## config.mk

```make
export PLATFORM = sky130hd
export DESIGN_NAME = mux_pipe_n
export DESIGN_NICKNAME = d
export VERILOG_FILES = /design/src/rtl/mux_pkg.sv /design/src/rtl/mux_n_comb.sv /design/src/rtl/mux_pipe_n.sv
export SDC_FILE = /design/constraint.sdc
export NUM_CORES = 1
export LEC_CHECK = 0
export CORE_MARGIN = 8
export CORE_UTILIZATION = 40
export CTS_CLUSTER_DIAMETER = 30
export DETAILED_ROUTE_END_ITERATION = 8
export PLACE_DENSITY = 0.87
export SKIP_LAST_GASP = 1
export SYNTH_ARGS = -nofsm -noshare
export SYNTH_HDL_FRONTEND = slang
export SYNTH_HIERARCHICAL = 1
export SYNTH_SLANG_ARGS = --single-unit
```

## constraint.sdc

```tcl
create_clock -name clk -period 0.97 [get_ports clk]
set_input_delay 0.097 -clock clk [delete_from_list [all_inputs] [get_ports clk]]
set_output_delay 0.097 -clock clk [all_outputs]
set_load 0.01 [all_outputs]
```

## src/rtl/mux_pkg.sv

```systemverilog
//------------------------------------------------------------------------------
// Module      : mux_pkg
// Description : Shared constants and helpers for the pipelined N:1 mux.
// Revision    : 1.0 - initial release
//------------------------------------------------------------------------------
`default_nettype none

package mux_pkg;

  // Largest supported input count
  localparam int MUX_MAX_IN = 16;

  // Default datapath width, shared with the core
  localparam int XLEN = 32;

  // ceil(log2(n)), never less than 1 so a 1-bit select always exists
  function automatic int clog2_min1(input int n);
    int r;
    r = 0;
    for (int i = 0; i < 31; i++) begin
      if ((1 << i) < n) r = i + 1;
    end
    return (r < 1) ? 1 : r;
  endfunction

endpackage : mux_pkg

`default_nettype wire

```

## src/rtl/mux_n_comb.sv

```systemverilog
//------------------------------------------------------------------------------
// Module      : mux_n_comb
// Description : Purely combinational N:1 selector with out-of-range flag.
//               An out-of-range select yields all-zero data.
// Revision    : 1.0 - initial release
//------------------------------------------------------------------------------
`default_nettype none

module mux_n_comb
  import mux_pkg::*;
#(
  parameter int WIDTH  = XLEN,
  parameter int NUM_IN = 4,
  parameter int SEL_W  = clog2_min1(NUM_IN)
) (
  input  logic [SEL_W-1:0]        sel,
  input  logic [NUM_IN*WIDTH-1:0] data_in,
  output logic [WIDTH-1:0]        data_out,
  output logic                    sel_err
);

  // One extra bit so NUM_IN itself is representable when it is a power of 2
  localparam logic [SEL_W:0] C_NUM_IN = NUM_IN[SEL_W:0];

  // Decode sel against every legal index; unmatched indices leave zero data
  always_comb begin
    data_out = '0;
    sel_err  = ({1'b0, sel} >= C_NUM_IN);
    for (int k = 0; k < NUM_IN; k++) begin
      if (sel == SEL_W'(k)) data_out = data_in[k*WIDTH +: WIDTH];
    end
  end

endmodule : mux_n_comb

`default_nettype wire

```

## src/rtl/mux_pipe_n.sv

```systemverilog
//------------------------------------------------------------------------------
// Module      : mux_pipe_n
// Description : One-stage pipelined N:1 datapath multiplexer with valid
//               tracking, stall/flush control and out-of-range detection.
// Revision    : 1.0 - initial release
//------------------------------------------------------------------------------
`default_nettype none

module mux_pipe_n
  import mux_pkg::*;
#(
  parameter  int WIDTH  = XLEN,
  parameter  int NUM_IN = 4,
  localparam int SEL_W  = clog2_min1(NUM_IN)
) (
  input  logic                    clk,
  input  logic                    rst_n,
  input  logic                    in_valid,
  input  logic [SEL_W-1:0]        sel,
  input  logic [NUM_IN*WIDTH-1:0] data_in,
  input  logic                    stall,
  input  logic                    flush,
  output logic                    out_valid,
  output logic [WIDTH-1:0]        data_out,
  output logic                    sel_err
);

  logic [WIDTH-1:0] sel_data;
  logic             sel_range_err;

  logic             valid_d,   valid_q;
  logic [WIDTH-1:0] data_d,    data_q;
  logic             sel_err_d, sel_err_q;

  mux_n_comb #(
    .WIDTH  (WIDTH),
    .NUM_IN (NUM_IN),
    .SEL_W  (SEL_W)
  ) u_sel (
    .sel      (sel),
    .data_in  (data_in),
    .data_out (sel_data),
    .sel_err  (sel_range_err)
  );

  // Next-state: flush beats stall beats normal capture; in_valid=0 keeps data
  // so an X on sel/data_in while idle never reaches the output register
  always_comb begin
    valid_d   = valid_q;
    data_d    = data_q;
    sel_err_d = sel_err_q;
    if (flush) begin
      valid_d   = 1'b0;
      data_d    = '0;
      sel_err_d = 1'b0;
    end else if (!stall) begin
      if (in_valid) begin
        valid_d   = 1'b1;
        data_d    = sel_data;
        sel_err_d = sel_range_err;
      end else begin
        valid_d   = 1'b0;
        sel_err_d = 1'b0;
      end
    end
  end

  // Output stage register with asynchronous clear
  always_ff @(posedge clk or negedge rst_n) begin
    if (!rst_n) begin
      valid_q   <= 1'b0;
      data_q    <= '0;
      sel_err_q <= 1'b0;
    end else begin
      valid_q   <= valid_d;
      data_q    <= data_d;
      sel_err_q <= sel_err_d;
    end
  end

  assign out_valid = valid_q;
  assign data_out  = data_q;
  assign sel_err   = sel_err_q;

endmodule : mux_pipe_n

`default_nettype wire

```

==> flow_summary.ini <==
[run_status]
status = finished, violations left
failing_checks = setup timing

[clocking]
cts_max_path_buffers = 2
cts.clk_slew.worst_paths_ns = 0.07
cts_root_buffer = sky130_fd_sc_hd__clkbuf_8
clock_latency_ns = 0.28
numClockSinks = 34
clock_tree.htree_level_count = 2
cts_buffers = 5
tritoncts = built

[layout]
multi_input_comb_area_um2 = 1550
num-nets-final = 507
layout.cells.most_common = sky130_fd_sc_hd__dlymetal6s2s_1
finish.instance_area_um2 = 4670
fillCellCount = 450
layout_cells_sized_above_1_pct = 32.0
layoutNonFillerInstCount = 450
syn2layout_area_growth_pct = 80.4
final_core_density_pct = 74.0
mostFrequentLayoutCells = 79 x sky130_fd_sc_hd__dlymetal6s2s_1, 36 x sky130_fd_sc_hd__buf_2, 34 x sky130_fd_sc_hd__dfrtp_1
regArea_um2 = 851

[grt]
gr_ovfl_total = 0
antenna_found_initial = 1
grtUsageTotal_pct = 19.4
largest_net_degree_at_the_start_of_global_routing = 35
grt_pass1_wl_mm = 13.8
grt_pass1_vias = 2783

[synthesis]
synth_mux_area_share_pct = 28.5
synthesis.instances = 193
synthesis.nets = 328
seq_area_frac_synth_pct = 32.9
synth_adder_area_share_pct = 0
synth_register_bits = 34
syn_avg_cell_area_um2 = 13.4
synth_compound_area_share_pct = 8.70
syn-cell-area_um2 = 2590
synth-warning-count = 6
post_synth_num_cell_types = 20
synth_top_family_by_area = multiplexers
yosys.area_share.xor_xnor_pct = 0
synth_simple_gate_area_share_pct = 22.6

[sta]
fin_crit_sh_pct = 102
fmax_mhz = 1010
setup_violations = 3
postLayoutSetupSlackWorst_ns = -0.0178
unrepaired_setup_endpoints_after_global_routing = yes
totalNegativeSetupSlack_ns = -0.0373
post-route-min-period_ns = 0.988
clock_skew_ns = 0
final_max_slew_viol_count = 0
final-hold-violation-count = 0

[setup_path]
crit_path_capture_type = flip-flop
critPathArrivalTime_ns = 1.15
cp_max_stage_cell = sky130_fd_sc_hd__mux4_2
startpoint_type_of_the_worst_setup_path = input port
critPathBufInv = 1
max_stage_delay_ns = 0.45
cp_data_required_time_ns = 1.13
path_class = input port to flip-flop
crit_path_cell_trace = clkdlybuf4s50_1 > mux4_2 > nand4bb_1 > o21ai_1
worst_path_dominant_cell_family = multiplexers
largest_driver_fanout_on_the_critical_path = 1

[die]
floorplan.initialDensity_pct = 41.0
io_pins = 169
fp.dieH_um = 96.4
die_width_um = 96.4
core.rowCount = 29
die_area_um2 = 9300
core_um2 = 6310

[drt]
number_of_nets_with_antenna_violations_after_routing = 0
routed-via-count = 2435
detail_route.drc_violations = 0
detail_route.iter0.violations = 74
drt_wl_total_mm = 9.72
dr.pass1.iters = 4
routed_length_per_instance_um = 21.6
route.detailed.vias_per_inst = 5.41

[placed_design]
dpl_cell_area_um2 = 4390
pre_cts_slack_ns = -0.526
final_gp_congestion = 0.716
placed_cells = 431
numPortBuffers = 168
hpwl_mm = 6.93

[min_path]
hold_path_class = input port to flip-flop

[pwr]
irDropWorstVdd_uv = 467
power.static_leakage_nw = 2.60
power-per-cell-area_nw_per_um2 = 841

[job]
maxCapViolCount = 0
[state kept, by name (all words and copies together) (netlist names)]
register / count
sel_err: 1
data_out: 32
out_valid: 1
[path summary, 6_finish.rpt]
check / end / cells past startpoint / startpoint / slack (ns)
min in group asynchronous: data_out[25] / 3 / rst_n / 0.30
worst max-delay path: data_out[11] / 4 / data_in[43] / -0.02
worst min register to register: sel_err / 2 / sel_err / 0.53
max in group asynchronous: data_out[11] / 3 / rst_n / 0.48
worst min-delay path: data_out[22] / 3 / flush / 0.28
worst max register to register: data_out[15] / 3 / data_out[15] / 0.22
[metrics by stage]
stage	hold WS [ns]	total power [mW]
after CTS	0.277	3.95
after global placement	0.0719	2.99
after detailed placement	0.0740	3.03
after floorplan	-0.199	2.17
final	0.277	3.93
after global routing	0.302	4.09
[Yosys cell counts]
cell type / count / share of area (%)
sky130_fd_sc_hd__mux4_2: 30 / 26
sky130_fd_sc_hd__nor2_1: 1 / 0.14
sky130_fd_sc_hd__nand2b_1: 32 / 7.7
sky130_fd_sc_hd__dfrtp_1: 34 / 33
sky130_fd_sc_hd__nand3b_1: 1 / 0.29
sky130_fd_sc_hd__buf_2: 7 / 1.4
sky130_fd_sc_hd__buf_12: 3 / 2.3
sky130_fd_sc_hd__a21oi_1: 1 / 0.19
sky130_fd_sc_hd__o21ai_2: 16 / 5.4
sky130_fd_sc_hd__mux2i_1: 1 / 0.39
sky130_fd_sc_hd__and2b_4: 1 / 0.39
sky130_fd_sc_hd__clkbuf_1: 8 / 1.2
sky130_fd_sc_hd__conb_1: 1 / 0.14
sky130_fd_sc_hd__o21ai_1: 14 / 2.7
sky130_fd_sc_hd__buf_4: 2 / 0.58
sky130_fd_sc_hd__nand2_1: 1 / 0.14
sky130_fd_sc_hd__mux4_1: 2 / 2.0
sky130_fd_sc_hd__nand4bb_1: 32 / 14
sky130_fd_sc_hd__o21ai_0: 2 / 0.39
sky130_fd_sc_hd__buf_6: 4 / 1.7
[per-layer routing]
metal / vias up / track usage (%) / share of wire, %
met5: - / 0 / 0
met4: 0 / 6.05 / 1.0
met3: 7 / 5.80 / 9.0
met2: 113 / 36.1 / 55
met1: 1193 / 20.5 / 35
li1: 1122 / - / -
[timing repair]
item                                    4_1_cts  5_1_grt
hold buffers                                  1        0
gates cloned                                  2        4
hold endpoints to repair                     34        0
buffers inserted                              4        0
gates resized for setup                     169       84
endpoints found under the setup margin       66       32
[power by group]
part	leakage (nW)	internal, mW	switching [mW]
registers	0.461	1.50	0.0403
clock network	0.0383	0.495	0.492
logic	2.10	0.910	0.495
[logic make-up (layout without fill, tap and decap cells)]
logic type | Yosys count | count (layout)
AO/OA/AOI/OAI | 33 | 33
multiplexers | 33 | 33
AND/OR/NAND/NOR | 68 | 68
other | 1 | 2
buffers and inverters | 24 | 203
flip-flops | 34 | 34
[cell type report]
cell class	instances	share of cell area, %
well taps	77	2.06
flip-flops and latches	34	18.2
multi-input cells	135	33.1
diodes	1	0.0536
repair buffers	196	45.0
clock buffers	7	1.63
[worst register-to-register path, cell delays in order, from the launching register on]
cell,delay (ns)
sky130_fd_sc_hd__dfrtp_1,0.38
sky130_fd_sc_hd__buf_4,0.13
sky130_fd_sc_hd__nand2b_1,0.08
sky130_fd_sc_hd__o21ai_2,0.05
(Power assumes the default switching activity.)
